File: config.mk
export PLATFORM = sky130hd
export DESIGN_NAME = gpu_alu_sequencer_flat
export DESIGN_NICKNAME = d
export VERILOG_FILES = /design/src/rtl/gpu_alu_sequencer_if.sv /design/src/rtl/gpu_alu_sequencer.sv /design/src/flat_wrapper.sv
export SDC_FILE = /design/constraint.sdc
export NUM_CORES = 1
export LEC_CHECK = 0
export CAP_MARGIN = 40
export CORE_MARGIN = 8
export CORE_UTILIZATION = 30
export CTS_BUF_LIST = sky130_fd_sc_hd__clkbuf_16
export CTS_CLUSTER_DIAMETER = 150
export DETAILED_ROUTE_END_ITERATION = 8
export PLACE_DENSITY_LB_ADDON = 0.08
export SLEW_MARGIN = 30
export SYNTH_ARGS = -nofsm -noshare
export SYNTH_HDL_FRONTEND = slang
export SYNTH_SLANG_ARGS = --single-unit
File: constraint.sdc
create_clock -name clk -period 5 [get_ports clk]
set_input_delay 0.75 -clock clk [delete_from_list [all_inputs] [get_ports clk]]
set_output_delay 0.75 -clock clk [all_outputs]
set_load 0.02 [all_outputs]
File: src/rtl/gpu_alu_sequencer_if.sv
// Instruction handshake plus register-file port bundle for the ALU sequencer.
// Handshake: an instruction transfers on a rising edge where instr_valid and instr_ready are both high;
// instr_ready never depends on instr_valid, and the master holds instr stable while valid is high and not yet accepted.
interface gpu_alu_sequencer_if #(
    parameter int D_WIDTH = 16,
    parameter int A_WIDTH = 4
);
    logic [15:0]        instr;
    logic               instr_valid;
    logic               instr_ready;
    logic [A_WIDTH-1:0] rf_read_addr;
    logic [D_WIDTH-1:0] rf_read_data;
    logic [A_WIDTH-1:0] rf_write_addr;
    logic [D_WIDTH-1:0] rf_write_data;
    logic               rf_write_enable;
    logic               done;
    logic               err_illegal;
    logic               flag_zero;
    logic               flag_carry;

    modport slave (
        input  instr, instr_valid, rf_read_data,
        output instr_ready, rf_read_addr, rf_write_addr, rf_write_data, rf_write_enable,
        output done, err_illegal, flag_zero, flag_carry
    );

    modport master (
        output instr, instr_valid, rf_read_data,
        input  instr_ready, rf_read_addr, rf_write_addr, rf_write_data, rf_write_enable,
        input  done, err_illegal, flag_zero, flag_carry
    );
endinterface

File: src/rtl/gpu_alu_sequencer.sv
// Single-issue execute stage: reads up to two operands through one RF read port, one per cycle,
// then writes the ALU result back in a one-cycle WB state.
module gpu_alu_sequencer #(
    parameter int D_WIDTH  = 16,
    parameter int A_WIDTH  = 4,
    parameter int RF_DEPTH = 4
) (
    input  logic               clk,
    input  logic               rst_n,
    gpu_alu_sequencer_if.slave bus,
    output logic [1:0]         dbg_state_o
);
    typedef enum logic [1:0] {S_IDLE, S_RD_A, S_RD_B, S_WB} state_e;

    localparam logic [4:0] RF_LIM = 5'(RF_DEPTH);

    state_e             state_q, state_d;
    logic [15:0]        instr_q;
    logic [D_WIDTH-1:0] op_a_q, op_b_q;
    logic [A_WIDTH-1:0] raddr_q;
    logic               flag_zero_q, flag_carry_q;
    logic               live_q;

    logic               accept;
    logic               ready_c, we_c, done_c, err_c, flag_upd_c;
    logic [A_WIDTH-1:0] raddr_c, waddr_c;
    logic [D_WIDTH-1:0] wdata_c, result_c;
    logic               carry_c, wb_illegal;
    logic [3:0]         op_q;
    logic [D_WIDTH:0]   sum_c, diff_c;

    // Only register fields the opcode actually uses can make an instruction illegal.
    function automatic logic illegal_f(input logic [15:0] ins);
        logic bad_rd, bad_rs1, bad_rs2;
        bad_rd  = {1'b0, ins[11:8]} >= RF_LIM;
        bad_rs1 = {1'b0, ins[7:4]}  >= RF_LIM;
        bad_rs2 = {1'b0, ins[3:0]}  >= RF_LIM;
        illegal_f = 1'b0;
        if (ins[15:12] >= 4'd10)                               illegal_f = 1'b1;
        else if (ins[15:12] >= 4'd1 && ins[15:12] <= 4'd7)     illegal_f = bad_rd | bad_rs1 | bad_rs2;
        else if (ins[15:12] == 4'd8)                           illegal_f = bad_rd;
        else if (ins[15:12] == 4'd9)                           illegal_f = bad_rd | bad_rs1;
    endfunction

    function automatic logic needs_read_f(input logic [15:0] ins);
        needs_read_f = !illegal_f(ins) &&
                       ((ins[15:12] >= 4'd1 && ins[15:12] <= 4'd7) || ins[15:12] == 4'd9);
    endfunction

    assign op_q       = instr_q[15:12];
    assign wb_illegal = illegal_f(instr_q);
    assign sum_c      = {1'b0, op_a_q} + {1'b0, op_b_q};
    assign diff_c     = {1'b0, op_a_q} - {1'b0, op_b_q};

    always_comb begin
        result_c = '0;
        carry_c  = 1'b0;
        case (op_q)
            4'd1: begin result_c = sum_c[D_WIDTH-1:0];  carry_c = sum_c[D_WIDTH];  end
            4'd2: begin result_c = diff_c[D_WIDTH-1:0]; carry_c = diff_c[D_WIDTH]; end
            4'd3: result_c = op_a_q & op_b_q;
            4'd4: result_c = op_a_q | op_b_q;
            4'd5: result_c = op_a_q ^ op_b_q;
            4'd6: result_c = op_a_q << op_b_q[3:0];
            4'd7: result_c = op_a_q >> op_b_q[3:0];
            4'd8: result_c = {{(D_WIDTH-8){instr_q[7]}}, instr_q[7:0]};
            4'd9: result_c = op_a_q;
            default: result_c = '0;
        endcase
    end

    // live_q keeps instr_ready low until the first edge after reset release.
    assign accept = bus.instr_valid & live_q & (state_q == S_IDLE);

    always_comb begin
        state_d    = state_q;
        ready_c    = 1'b0;
        raddr_c    = raddr_q;
        we_c       = 1'b0;
        waddr_c    = '0;
        wdata_c    = '0;
        done_c     = 1'b0;
        err_c      = 1'b0;
        flag_upd_c = 1'b0;
        case (state_q)
            S_IDLE: begin
                ready_c = live_q;
                if (accept) state_d = needs_read_f(bus.instr) ? S_RD_A : S_WB;
            end
            S_RD_A: begin
                raddr_c = A_WIDTH'(instr_q[7:4]);
                state_d = (op_q == 4'd9) ? S_WB : S_RD_B;
            end
            S_RD_B: begin
                raddr_c = A_WIDTH'(instr_q[3:0]);
                state_d = S_WB;
            end
            S_WB: begin
                done_c = 1'b1;
                err_c  = wb_illegal;
                if (!wb_illegal && op_q != 4'd0) begin
                    we_c    = 1'b1;
                    waddr_c = A_WIDTH'(instr_q[11:8]);
                    wdata_c = result_c;
                end
                flag_upd_c = !wb_illegal && op_q >= 4'd1 && op_q <= 4'd7;
                state_d    = S_IDLE;
            end
            default: state_d = S_IDLE;
        endcase
    end

    always_ff @(posedge clk or negedge rst_n) begin
        if (!rst_n) state_q <= S_IDLE;
        else        state_q <= state_d;
    end

    always_ff @(posedge clk or negedge rst_n) begin
        if (!rst_n) begin
            instr_q      <= '0;
            op_a_q       <= '0;
            op_b_q       <= '0;
            raddr_q      <= '0;
            flag_zero_q  <= 1'b0;
            flag_carry_q <= 1'b0;
            live_q       <= 1'b0;
        end else begin
            live_q  <= 1'b1;
            raddr_q <= raddr_c;
            if (accept)              instr_q <= bus.instr;
            if (state_q == S_RD_A)   op_a_q  <= bus.rf_read_data;
            if (state_q == S_RD_B)   op_b_q  <= bus.rf_read_data;
            if (flag_upd_c) begin
                flag_zero_q  <= (result_c == '0);
                flag_carry_q <= carry_c;
            end
        end
    end

    assign bus.instr_ready     = ready_c;
    assign bus.rf_read_addr    = raddr_c;
    assign bus.rf_write_enable = we_c;
    assign bus.rf_write_addr   = waddr_c;
    assign bus.rf_write_data   = wdata_c;
    assign bus.done            = done_c;
    assign bus.err_illegal     = err_c;
    assign bus.flag_zero       = flag_zero_q;
    assign bus.flag_carry      = flag_carry_q;
    assign dbg_state_o         = state_q;
endmodule

File: src/flat_wrapper.sv
// flat-port wrapper written by rule: the top's interface ports become plain ports
module gpu_alu_sequencer_flat 
#(
    parameter int D_WIDTH  = 16,
    parameter int A_WIDTH  = 4,
    parameter int RF_DEPTH = 4
)
  (clk, rst_n, dbg_state_o, bus_instr, bus_instr_valid, bus_rf_read_data, bus_instr_ready, bus_rf_read_addr, bus_rf_write_addr, bus_rf_write_data, bus_rf_write_enable, bus_done, bus_err_illegal, bus_flag_zero, bus_flag_carry);
  gpu_alu_sequencer_if #(.D_WIDTH(D_WIDTH), .A_WIDTH(A_WIDTH)) bus_i ();
  input  logic clk;
  input  logic rst_n;
  output logic [1:0] dbg_state_o;
  input wire logic [$bits(bus_i.instr)-1:0] bus_instr;
  input wire logic [$bits(bus_i.instr_valid)-1:0] bus_instr_valid;
  input wire logic [$bits(bus_i.rf_read_data)-1:0] bus_rf_read_data;
  output wire logic [$bits(bus_i.instr_ready)-1:0] bus_instr_ready;
  output wire logic [$bits(bus_i.rf_read_addr)-1:0] bus_rf_read_addr;
  output wire logic [$bits(bus_i.rf_write_addr)-1:0] bus_rf_write_addr;
  output wire logic [$bits(bus_i.rf_write_data)-1:0] bus_rf_write_data;
  output wire logic [$bits(bus_i.rf_write_enable)-1:0] bus_rf_write_enable;
  output wire logic [$bits(bus_i.done)-1:0] bus_done;
  output wire logic [$bits(bus_i.err_illegal)-1:0] bus_err_illegal;
  output wire logic [$bits(bus_i.flag_zero)-1:0] bus_flag_zero;
  output wire logic [$bits(bus_i.flag_carry)-1:0] bus_flag_carry;
  assign bus_i.instr = bus_instr;
  assign bus_i.instr_valid = bus_instr_valid;
  assign bus_i.rf_read_data = bus_rf_read_data;
  assign bus_instr_ready = bus_i.instr_ready;
  assign bus_rf_read_addr = bus_i.rf_read_addr;
  assign bus_rf_write_addr = bus_i.rf_write_addr;
  assign bus_rf_write_data = bus_i.rf_write_data;
  assign bus_rf_write_enable = bus_i.rf_write_enable;
  assign bus_done = bus_i.done;
  assign bus_err_illegal = bus_i.err_illegal;
  assign bus_flag_zero = bus_i.flag_zero;
  assign bus_flag_carry = bus_i.flag_carry;
  gpu_alu_sequencer #(.D_WIDTH(D_WIDTH), .A_WIDTH(A_WIDTH), .RF_DEPTH(RF_DEPTH)) u_core (.clk(clk), .rst_n(rst_n), .bus(bus_i), .dbg_state_o(dbg_state_o));
endmodule
==> impl_metrics.csv <==
group,metric,value,unit
route,drc,0,
grt,grt-ovfl-total,0,
critical_path,r2r-start,"u_core.op_b_q[0]",
route,routed_via_density,5.77,
clock_network,post_cts_resize_count,0,
route,antenna_left,0,
floorplan,die_y,171,um
synthesis,synth.top_cell.area_share,19.9,%
cells_and_area,drive_gt1_share,16.0,%
timing,final-hold-violation-count,0,
critical_path,arrival,4040,ps
grt,met1_usage,28.2,%
synthesis,synth-seq-area-share,19.9,%
synthesis,syn_avg_cell_area,8.23,um^2
critical_path,crit_path_start_kind,"flip-flop",
clock_network,clk_latency,350,ps
critical_path,r2r_cells,12,
placement,globalplace.congestion,0.990,
grt,grt_max_degree,40,
timing,tightest_slew,813,ps
synthesis,synth_most_common_cell,"nand2_1",
grt,grt_busiest_layer,"met2",
floorplan,dieArea,29100,um^2
cells_and_area,nets,1015,
grt,track_usage,20.4,%
synthesis,synth_warnings,0,
timing,slew_violations,0,
route,wirelength,29.6,mm
route,first_pass_iters,5,
clock_network,clockBufferDepth,2,
synthesis,synth_async_sr_flop_share,100,%
floorplan,coreArea,23500,um^2
floorplan,ios,67,
clock_network,cts.clk_slew.worst_paths,60,ps
cells_and_area,area_growth,18.9,%
clock_network,cts-root-buf,"clkbuf_16",
placement,hpwl,22.9,mm
synthesis,yosysTopAreaCell,"dfrtp_1",
floorplan,rows,56,
route,wl_per_cell,23.7,um
clock_network,cts.hold.buffers_added,0,
timing,min_period,4790,ps
critical_path,cp.required,4250,ps
critical_path,r2r_slack,760,ps
critical_path,crit_chain,"buf_4, clkinv_1, mux4_2, nor2_1, or3_1, or3_1, o22ai_1, mux2_2, o22ai_1, and2_1, clkdlybuf4s50_1",
grt,grt_pass1_wl,45.3,mm
timing,fin_hold_ws,366,ps
synthesis,yosys_most_used_dff,"dfrtp_1",
clock_network,cts.sinks,57,
timing,finClkSkew,9.68,ps
flow_run,drv_cap,0,
grt,grt_pass1_vias,7151,
timing,setup_viol,0,
placement,portBuffers,64,
synthesis,synth-edff-count,0,
clock_network,cts_tree,"yes",
timing,post-route-period-util,95.7,%
cells_and_area,n_antenna_cell,0,
grt,grt_use_met3,3.11,%
critical_path,crit_path_end_kind,"output port",
critical_path,max_stage_delay,570,ps
synthesis,synthTopCellsByArea,"dfrtp_1, ha_1, mux4_2",
floorplan,die_x,171,um
critical_path,slowest_stage,"mux4_2",
hold_path,hold_class,"in -> async",
synthesis,synth-seq-cells,57,
route,drt_iter0_drc,795,
clock_network,cts_setup_buffers,0,
synthesis,synth_cells,871,
synthesis,yosysUniqueCellTypes,91,
floorplan,start_util,30.5,%
timing,relSlewSlack,45.8,%
timing,setup_tns,0,ps
critical_path,crit_type,"reg -> out",
timing,fmax,209,MHz
grt,antenna_found_initial,1,
critical_path,path_max_fanout,10,
grt,grt.met2_usage,32.4,%
clock_network,htree_num_levels,3,
clock_network,cts_buffers,9,
timing,rsz0062_at_grt,"false",
status,status,"complete, no violations",
synthesis,synth_area,7160,um^2
route,route.vias.total,7204,
synthesis,synthTopCellsByCount,"nand2_1, nor2_1, o21ai_0",
critical_path,r2r-end,"u_core.bus.flag_zero",
==> worst max-delay path: cells and delay by family, from the launching register on <==
| family | cells | cell delay (ps) |
|---|---|---|
| buffers and inverters | 3 | 1200 |
| AOI/OAI and AO/OA | 2 | 230 |
| muxes | 2 | 740 |
| DFF | 1 | 400 |
| and+or+nand+nor | 4 | 1130 |
==> worst max-delay path by stage <==
stage                     start                     to  slack [ps]
2_1_floorplan  u_core.op_b_q[2]  bus_rf_write_data[15]        1020
3_3_place_gp   u_core.op_a_q[3]  bus_rf_write_data[15]         490
3_5_place_dp   u_core.op_a_q[3]  bus_rf_write_data[15]         440
4_1_cts        u_core.op_a_q[3]  bus_rf_write_data[15]          30
5_1_grt        u_core.op_a_q[6]  bus_rf_write_data[15]          50
6_report       u_core.op_b_q[0]  bus_rf_write_data[15]         210
==> layer usage <==
metal | share of wire (%) | vias to the layer above
li1 | - | 3307
met1 | 45 | 3528
met2 | 45 | 313
met3 | 6.5 | 56
met4 | 2.8 | 0
met5 | 0 | -
==> flip-flops by register name, indices dropped and copies added, names as in the netlist <==
signal / flops
u_core.op_a_q: 16
u_core.raddr_q: 4
u_core.bus.flag_zero: 1
u_core.live_q: 1
u_core.dbg_state_o: 2
u_core.op_b_q: 16
u_core.instr_q: 16
u_core.bus.flag_carry: 1
==> cell usage in the layout (no fill, tap or decap), types with 13 or more instances in the layout <==
cell             netlist  layout
mux2_2                25      25
a22oi_1               15      15
a21oi_1               50      50
nand2b_1              13      13
nor3_1                23      22
mux4_2                22      22
clkdlybuf4s50_1        0      63
nand3_1               18      18
ha_1                  54      52
inv_1                 50      50
nor2b_1               18      18
dfrtp_1               57      55
mux2i_1               26      26
buf_4                 11      51
o21ai_0               62      62
nand2_1               79      79
nor2_1                70      70
==> cell type report <==
class                           count  area [um^2]
Timing Repair Buffer              116         1030
Tap cell                          319          399
Multi-Input combinational cell    689         5150
Clock inverter                      7         95.1
Sequential cell                    57         1430
Inverter                           51          191
Fill cell                        2469        15000
Clock buffer                        9          225
==> cell families (layout without fill, tap and decap cells) <==
family	after synthesis	after routing	synth area share [%]
simple gates	298	298	21.5
compound gates	252	252	23.9
buf+inv	126	183	8.89
mux	75	75	15.1
flops	57	57	19.9
fa+ha+maj	56	56	9.99
xor+xnor	5	5	0.611
other cells	2	3	0.105
==> metrics by stage <==
step	util [%]	cells	worst slack, ps	area (um^2)
5_1_grt	36.3	1248	50.1	8520
6_report	36.3	1248	215	8520
2_1_floorplan	-	872	1020	7170
4_1_cts	36.1	1247	31.2	8470
3_3_place_gp	34.7	1231	493	8150
3_5_place_dp	34.7	1231	440	8150
Power is left out: the tool's default activity adds up to more than one toggle a clock period on the data nets, which glitch-free logic cannot reach.
